**src/rtl/cpu_pkg.sv**
```systemverilog
// Shared definitions for the 5-stage 16-bit CPU: opcodes, hazard controller
// state encoding, PC source selects and the per-cycle pipeline control bundle.
package cpu_pkg;

    localparam logic [3:0] OP_B    = 4'hC;
    localparam logic [3:0] OP_CALL = 4'hD;
    localparam logic [3:0] OP_RET  = 4'hE;
    localparam logic [3:0] OP_HLT  = 4'hF;

    localparam logic [1:0] ST_RUN    = 2'd0;
    localparam logic [1:0] ST_DRAIN  = 2'd1;
    localparam logic [1:0] ST_HALTED = 2'd2;

    localparam logic [1:0] SEL_PC1  = 2'b00;
    localparam logic [1:0] SEL_CALL = 2'b01;
    localparam logic [1:0] SEL_EX   = 2'b10;

    typedef struct packed {
        logic       pc_we;
        logic       ifid_we;
        logic       ifid_flush;
        logic       idex_bubble;
        logic [1:0] redirect_sel;
    } ctrl_t;

endpackage

```
**src/rtl/sat_counter.sv**
```systemverilog
// Event counter that sticks at all-ones instead of wrapping.
module sat_counter #(
    parameter int W = 16
) (
    input  logic         clk,
    input  logic         rst,
    input  logic         inc,
    output logic [W-1:0] count
);

    always_ff @(posedge clk or posedge rst) begin
        if (rst) begin
            count <= '0;
        end else if (inc && (count != {W{1'b1}})) begin
            count <= count + 1'b1;
        end
    end

endmodule

```
**src/rtl/hazard_ctrl.sv**
```systemverilog
// Pipeline hazard and run-state controller: load-use stalls, redirect flushes,
// CALL redirects in ID, the HLT drain sequence and stall/flush statistics.
module hazard_ctrl
    import cpu_pkg::*;
#(
    parameter int DRAIN_CYCLES = 3,
    parameter int CNT_W        = 16
) (
    input  logic             clk,
    input  logic             rst,
    input  logic             id_valid,
    input  logic [3:0]       id_op,
    input  logic [3:0]       id_rs,
    input  logic [3:0]       id_rt,
    input  logic             id_uses_rs,
    input  logic             id_uses_rt,
    input  logic             ex_memread,
    input  logic             ex_regwrite,
    input  logic [3:0]       ex_dst,
    input  logic             ex_redirect,
    input  logic             id_call,
    output logic             pc_we,
    output logic             ifid_we,
    output logic             ifid_flush,
    output logic             idex_bubble,
    output logic [1:0]       redirect_sel,
    output logic             halted,
    output logic [CNT_W-1:0] stall_cnt,
    output logic [CNT_W-1:0] flush_cnt
);

    localparam int DW = (DRAIN_CYCLES > 2) ? $clog2(DRAIN_CYCLES) : 1;

    logic [1:0]    state_reg, state_next;
    logic [DW-1:0] drain_reg, drain_next;
    logic          load_use;
    logic          stall_inc;
    logic          flush_inc;
    ctrl_t         ctrl;

    // Register 0 is hardwired, so a LW targeting it never creates a dependency.
    always_comb begin
        load_use = ex_memread && ex_regwrite && (ex_dst != 4'd0) && id_valid &&
                   ((id_uses_rs && (id_rs == ex_dst)) ||
                    (id_uses_rt && (id_rt == ex_dst)));
    end

    always_comb begin
        state_next        = state_reg;
        drain_next        = drain_reg;
        stall_inc         = 1'b0;
        flush_inc         = 1'b0;
        ctrl.pc_we        = 1'b0;
        ctrl.ifid_we      = 1'b0;
        ctrl.ifid_flush   = 1'b0;
        ctrl.idex_bubble  = 1'b1;
        ctrl.redirect_sel = SEL_PC1;

        if (rst) begin
            ctrl.ifid_flush = 1'b1;
        end else begin
            case (state_reg)
                ST_RUN: begin
                    if (ex_redirect) begin
                        ctrl.pc_we        = 1'b1;
                        ctrl.ifid_we      = 1'b1;
                        ctrl.ifid_flush   = 1'b1;
                        ctrl.redirect_sel = SEL_EX;
                        flush_inc         = 1'b1;
                    end else if (load_use) begin
                        stall_inc = 1'b1;
                    end else if (id_valid && (id_op == OP_HLT)) begin
                        state_next = ST_DRAIN;
                        drain_next = DW'(DRAIN_CYCLES - 1);
                    end else if (id_call) begin
                        ctrl.pc_we        = 1'b1;
                        ctrl.ifid_we      = 1'b1;
                        ctrl.ifid_flush   = 1'b1;
                        ctrl.idex_bubble  = 1'b0;
                        ctrl.redirect_sel = SEL_CALL;
                        flush_inc         = 1'b1;
                    end else begin
                        ctrl.pc_we       = 1'b1;
                        ctrl.ifid_we     = 1'b1;
                        ctrl.idex_bubble = 1'b0;
                    end
                end
                ST_DRAIN: begin
                    if (drain_reg == '0) begin
                        state_next = ST_HALTED;
                    end else begin
                        drain_next = drain_reg - 1'b1;
                    end
                end
                ST_HALTED: begin
                    state_next = ST_HALTED;
                end
                default: begin
                    state_next = ST_RUN;
                end
            endcase
        end
    end

    always_ff @(posedge clk or posedge rst) begin
        if (rst) begin
            state_reg <= ST_RUN;
            drain_reg <= '0;
        end else begin
            state_reg <= state_next;
            drain_reg <= drain_next;
        end
    end

    assign pc_we        = ctrl.pc_we;
    assign ifid_we      = ctrl.ifid_we;
    assign ifid_flush   = ctrl.ifid_flush;
    assign idex_bubble  = ctrl.idex_bubble;
    assign redirect_sel = ctrl.redirect_sel;
    assign halted       = (state_reg == ST_HALTED);

    sat_counter #(.W(CNT_W)) u_stall_cnt (
        .clk   (clk),
        .rst   (rst),
        .inc   (stall_inc),
        .count (stall_cnt)
    );

    sat_counter #(.W(CNT_W)) u_flush_cnt (
        .clk   (clk),
        .rst   (rst),
        .inc   (flush_inc),
        .count (flush_cnt)
    );

endmodule
```
**config.mk**
```make
export PLATFORM = sky130hd
export DESIGN_NAME = hazard_ctrl
export DESIGN_NICKNAME = d
export VERILOG_FILES = /design/src/rtl/cpu_pkg.sv /design/src/rtl/sat_counter.sv /design/src/rtl/hazard_ctrl.sv
export SDC_FILE = /design/constraint.sdc
export NUM_CORES = 1
export LEC_CHECK = 0
export ABC_AREA = 1
export CELL_PAD_IN_SITES_DETAIL_PLACEMENT = 1
export CELL_PAD_IN_SITES_GLOBAL_PLACEMENT = 2
export CORE_ASPECT_RATIO = 2
export CORE_MARGIN = 2
export CORE_UTILIZATION = 29
export DETAILED_ROUTE_END_ITERATION = 8
export GPL_TIMING_DRIVEN = 0
export HOLD_SLACK_MARGIN = 0.05
export PLACE_DENSITY_LB_ADDON = 0.1
export SYNTH_ARGS = -nofsm -noshare
export SYNTH_HDL_FRONTEND = slang
export SYNTH_SLANG_ARGS = --single-unit
```
**constraint.sdc**
```tcl
create_clock -name clk -period 4.18 [get_ports clk]
set_clock_uncertainty 0.1 [all_clocks]
set_input_delay 0.836 -clock clk [delete_from_list [all_inputs] [get_ports clk]]
set_output_delay 0.836 -clock clk [all_outputs]
set_load 0.05 [all_outputs]
```
## Word-level counts from Yosys, hierarchy flattened

Cells that the tools add are included.

- Bits in registers: 36
- Word-level logic and storage cells: 66
- Input port bits: 25

- Reductions and logical operators: 16
- Equality and inequality tests: 12
- Bitwise gates (word level): 1
- $add $sub $neg: 3
- Muxes and demuxes: 30

Operator list:

| cell | count |
|---|---|
| $add 16x1->16 const B | 2 |
| $ne 16x16->1 const B | 2 |
| $mux 2 | 10 |
| $mux 6 | 3 |
| $mux 1 | 13 |
| $ne 2x2->1 const B | 5 |
| $logic_and 1x1->1 | 9 |
| $eq 4x4->1 | 2 |
| $mux 3 | 2 |
| $pmux 2 s3 | 1 |
| $reduce_and 6->1 | 1 |
| $reduce_and 5->1 | 1 |
| $eq 4x4->1 const B | 1 |
| $logic_not 2->1 | 2 |
| $pmux 2 s2 | 1 |
| $reduce_bool 4->1 | 1 |
| $eq 2x1->1 const B | 1 |
| $eq 2x2->1 const B | 1 |
| $reduce_bool 2->1 | 1 |
| $sub 2x1->2 const B | 1 |
| $logic_or 1x1->1 | 1 |
| $not 1->1 | 1 |

## Logic depth before layout (Yosys ltp)

- Depth after elaboration: 9
- Gate-level depth with buffers: 13
- Mapped depth without buffers: 12

## Hierarchy

Synthesis repeated with hierarchy kept, for this count alone.

- Cells, all modules: 395
- Area total of the unflattened synthesis: 2680.1 µm²

By module, submodules not included:

| module | sequential area each (µm²) | area each (µm²) | instances | cells each |
|---|---|---|---|---|
| sat_counter | 400.4 | 1069.8 | 2 | 150 |
| hazard_ctrl | 100.1 | 540.5 | 1 | 95 |

## Worst setup path before layout

Ideal clock, no wire load.

- Path type: in2out
- Start: in rst
- End: out ifid_flush
- Cell stages on the path: 3
- Data arrival time: 3068 ps
- Setup slack: 176 ps
- Buffers on the path: 1
- Cell sequence: clkinv_1 > clkbuf_1 > nand3_1

- Cells in the longest elaborated chain, start to end: 1

Ends and longest elaborated chain:

| what | line | text |
|---|---|---|
| start: declaration | hazard_ctrl.sv:10 | `input logic rst,` |
| $mux 1 | hazard_ctrl.sv:59 | `if (rst) begin` |
| end: declaration | hazard_ctrl.sv:24 | `output logic ifid_flush,` |

Every way passes these cells.

## Worst setup path in the final report

Ends and elaborated chain as after synthesis.

==> impl_metrics.csv <==
group,metric,value,unit
grt,grt_use_total,17.98,%
power_and_ir_drop,ir_drop,0.0001341,V
setup_path,slowest_stage,"clkdlybuf4s50_1",
logic_synthesis,syn_area_per_cell,6.972,um2
logic_synthesis,ys.flop_type,"dfrtp_1",
logic_synthesis,synth_top_family_by_area,"simple AND/OR/NAND/NOR gates",
clock_tree,clkLatencyLatePin,0.28,ns
setup_path,crit_arrival,3.05,ns
logic_synthesis,synth_compound_area_share,2.557,%
routing,drt-total-wl,8.021,mm
min_path,whs_endpoint,"drain_reg[1]$_DFFE_PP0P_",
setup_path,crit_family,"buffers and inverters",
routing,ant_nets,0,
placement,dp.cells,529,
sta,max_freq,251.0,MHz
power_and_ir_drop,power_density,386.6,mW/mm2
logic_synthesis,synth_cells,365,
setup_path,rr_worst_depth,12,
placement,numPortBuffers,63,
grt,grt_pass1_wl,13.57,mm
min_path,hold_path.class,"reg -> reg",
power_and_ir_drop,p_leak,1.680,nW
sta,rsz0062_at_grt,"false",
sta,worstMarginPinSlew,0.5194,ns
setup_path,r2r-end,"u_stall_cnt.count[9]$_DFFE_PP0P_",
logic_synthesis,synth_warnings,0,
cells_and_area,area_delta_synth_final,36.43,%
clock_tree,clkTransAtPathRegs,0.06,ns
placement,place_area,0.003322,mm2
setup_path,path_class,"in -> out",
grt,grt_max_degree,26,
clock_tree,cts_tree,"yes",
cells_and_area,stdcell_count,537,
setup_path,worst-path-buf-inv,5,
cells_and_area,drive_above_1_share,7.323,%
setup_path,crit_chain,"clkdlybuf4s50_1 -> clkinv_1 -> clkbuf_4 -> buf_12 -> nand3_1 -> dlygate4sd2_1",
routing,vias,2625,
logic_synthesis,ys_seq_area_share,35.40,%
placement,place_congestion,0.7493,
min_path,min_path_cells,2,
routing,post-route-drc-count,0,
floorplan,die_w,70.24,um
logic_synthesis,synthXorXnorAreaFrac,6.195,%
logic_synthesis,synth_mux_area_share,0,%
logic_synthesis,synth_fp_nets,396,
logic_synthesis,synthTopCellsByCount,"nand2_1 (117), inv_1 (51), dfrtp_1 (36)",
grt,grt_pass1_vias,2796,
sta,finalCritPeriodShare,95.32,%
outcome,status,"finished clean",
setup_path,end_kind,"output port",
setup_path,worstPathRequired,3.24,ns
clock_tree,cts_buffer_depth,2,
logic_synthesis,synth_edf_count,0,
floorplan,pin_count,64,
routing,vias_per_cell,4.888,
sta,setup_viol,0,
routing,wl_per_cell,14.94,um
logic_synthesis,synthAdderAreaFrac,2.950,%
setup_path,reg2reg_from,"state_reg[0]$_DFFE_PP0P_",
cells_and_area,finalInstanceArea,0.003472,mm2
routing,dr.first_iter.drc_count,107,
setup_path,crit_path_start_kind,"input port",
routing,firstDrtPassIters,4,
floorplan,coreArea,0.008588,mm2
cells_and_area,reg_top3,"u_flush_cnt.count: 16 flops, u_stall_cnt.count: 16 flops",
setup_path,worst-r2r-setup-slack,2.08,ns
setup_path,cpPeakStageDelay,0.58,ns
clock_tree,post_cts_buffers,0,
sta,report.final.slew_viol_count,0,
logic_synthesis,yosys.area_share.simple,42.92,%
grt,antenna_found_initial,0,
clock_tree,clkSinkCount,36,
floorplan,rows,48,
min_path,holdCritStartpoint,"drain_reg[1]$_DFFE_PP0P_",
logic_synthesis,yosysTopAreaCell,"dfrtp_1",
clock_tree,h-tree-depth,2,
floorplan,die_area,0.009586,mm2
sta,finalCriticalPeriod,3.985,ns
logic_synthesis,yosysMostFrequentCell,"nand2_1",
logic_synthesis,ys_seq_elements,36,
cells_and_area,antenna_cells,0,
sta,finalHoldViolations,0,
run,max_cap_violations,0,
floorplan,start_util,29.63,%
clock_tree,holdBufCountCts,0,
floorplan,die_h,136.5,um
setup_path,worstPathMaxFanout,25,
logic_synthesis,async_flop_share,100.0,%
clock_tree,root_buffer,"clkbuf_16",
logic_synthesis,yosysUniqueCellTypes,30,
cells_and_area,nNetsFinal,467,
sta,relSlewSlack,65.32,%
logic_synthesis,syn_area,0.002545,mm2
placement,post-dp-hpwl,6.419,mm
logic_synthesis,synth_top_area_share,35.40,%
grt,overflow,0,
logic_synthesis,synth_area_leaders,"dfrtp_1 (35%), nand2_1 (17%), inv_1 (7.5%)",
clock_tree,cts_buffers,5,
==> timing repair <==
| action | in CTS | in global routing |
|---|---|---|
| gates resized for setup | 2 | 2 |
| setup endpoints to repair | 1 | 2 |
| pin swaps | 0 | 0 |
| endpoints found under the hold margin | 0 | 0 |
==> metal layers <==
metal	GRT usage [%]	share of wire [%]	vias to the layer above
met1	17.98	35	1254
met3	2.372	2.4	17
met5	0	0	-
met2	35.22	59	50
li1	-	-	1304
met4	8.761	3.4	0
==> worst max-delay path by stage <==
| stage | cells after the start | end | startpoint |
|---|---|---|---|
| 3_3_place_gp | 5 | ifid_flush | rst |
| 4_1_cts | 12 | pc_we | ex_dst[0] |
| 2_1_floorplan | 3 | ifid_flush | rst |
| 5_1_grt | 6 | ifid_flush | rst |
| 3_5_place_dp | 6 | ifid_flush | rst |
| 6_report | 6 | ifid_flush | rst |
==> final cells by class <==
cell class,instances,area [um2]
Fill cell,1105,5116
Multi-Input combinational cell,267,1390
Sequential cell,36,900.9
Timing Repair Buffer,64,654.4
Inverter,55,206.4
Clock buffer,5,125.1
Tap cell,100,125.1
Buffer,7,51.30
Clock inverter,3,18.77
==> metrics by stage <==
step	setup TNS [ns]	hold slack [ns]	worst slack [ns]	power [mW]	util, %
2_1_floorplan	0	0.3530	0.1756	0.7935	-
3_3_place_gp	-1.501	0.3671	-1.501	0.9663	38.43
3_5_place_dp	-0.3277	0.3851	-0.3277	0.9780	38.68
4_1_cts	0	0.3996	0.04623	1.366	40.37
5_1_grt	0	0.4341	0.05319	1.431	40.43
6_report	0	0.3973	0.1954	1.342	40.43
==> logic make-up after synthesis <==
group	count (synthesis)
DFF	36
AOI/OAI and AO/OA	9
xor gates and xnor gates	18
buffers and inverters	62
and+or+nand+nor	234
adders and majority gates	6
==> tightest hold or removal path, cell delays in order, from the launching register on <==
cell and delay [ns]:
dfrtp_1 0.34, nand2_1 0.05, o21ai_0 0.07
==> power by group <==
group          internal [mW]  leakage (nW)  switching (mW)
Combinational          0.185          1.15           0.349
Sequential             0.386         0.456          0.0391
Clock                  0.220        0.0736           0.163
==> cells in the final DEF, fill, tap and decap left out, drive strengths merged <==
cell | synthesis | routed
nor4 | 4 | 4
dlymetal6s2s | 0 | 2
xor2 | 11 | 11
a31oi | 1 | 1
xnor2 | 7 | 7
nand3b | 5 | 5
dfrtp | 36 | 36
a21oi | 2 | 2
clkbuf | 2 | 7
ha | 6 | 6
clkinv | 1 | 4
nand3 | 34 | 34
clkdlybuf4s50 | 0 | 60
nand2 | 121 | 121
nor3 | 6 | 6
o21ai | 6 | 6
buf | 5 | 6
inv | 54 | 54
nand4 | 25 | 25
nor2 | 37 | 37
and3 | 2 | 2
dlygate4sd2 | 0 | 1
Note: power is estimated with default switching activity, not from simulation.
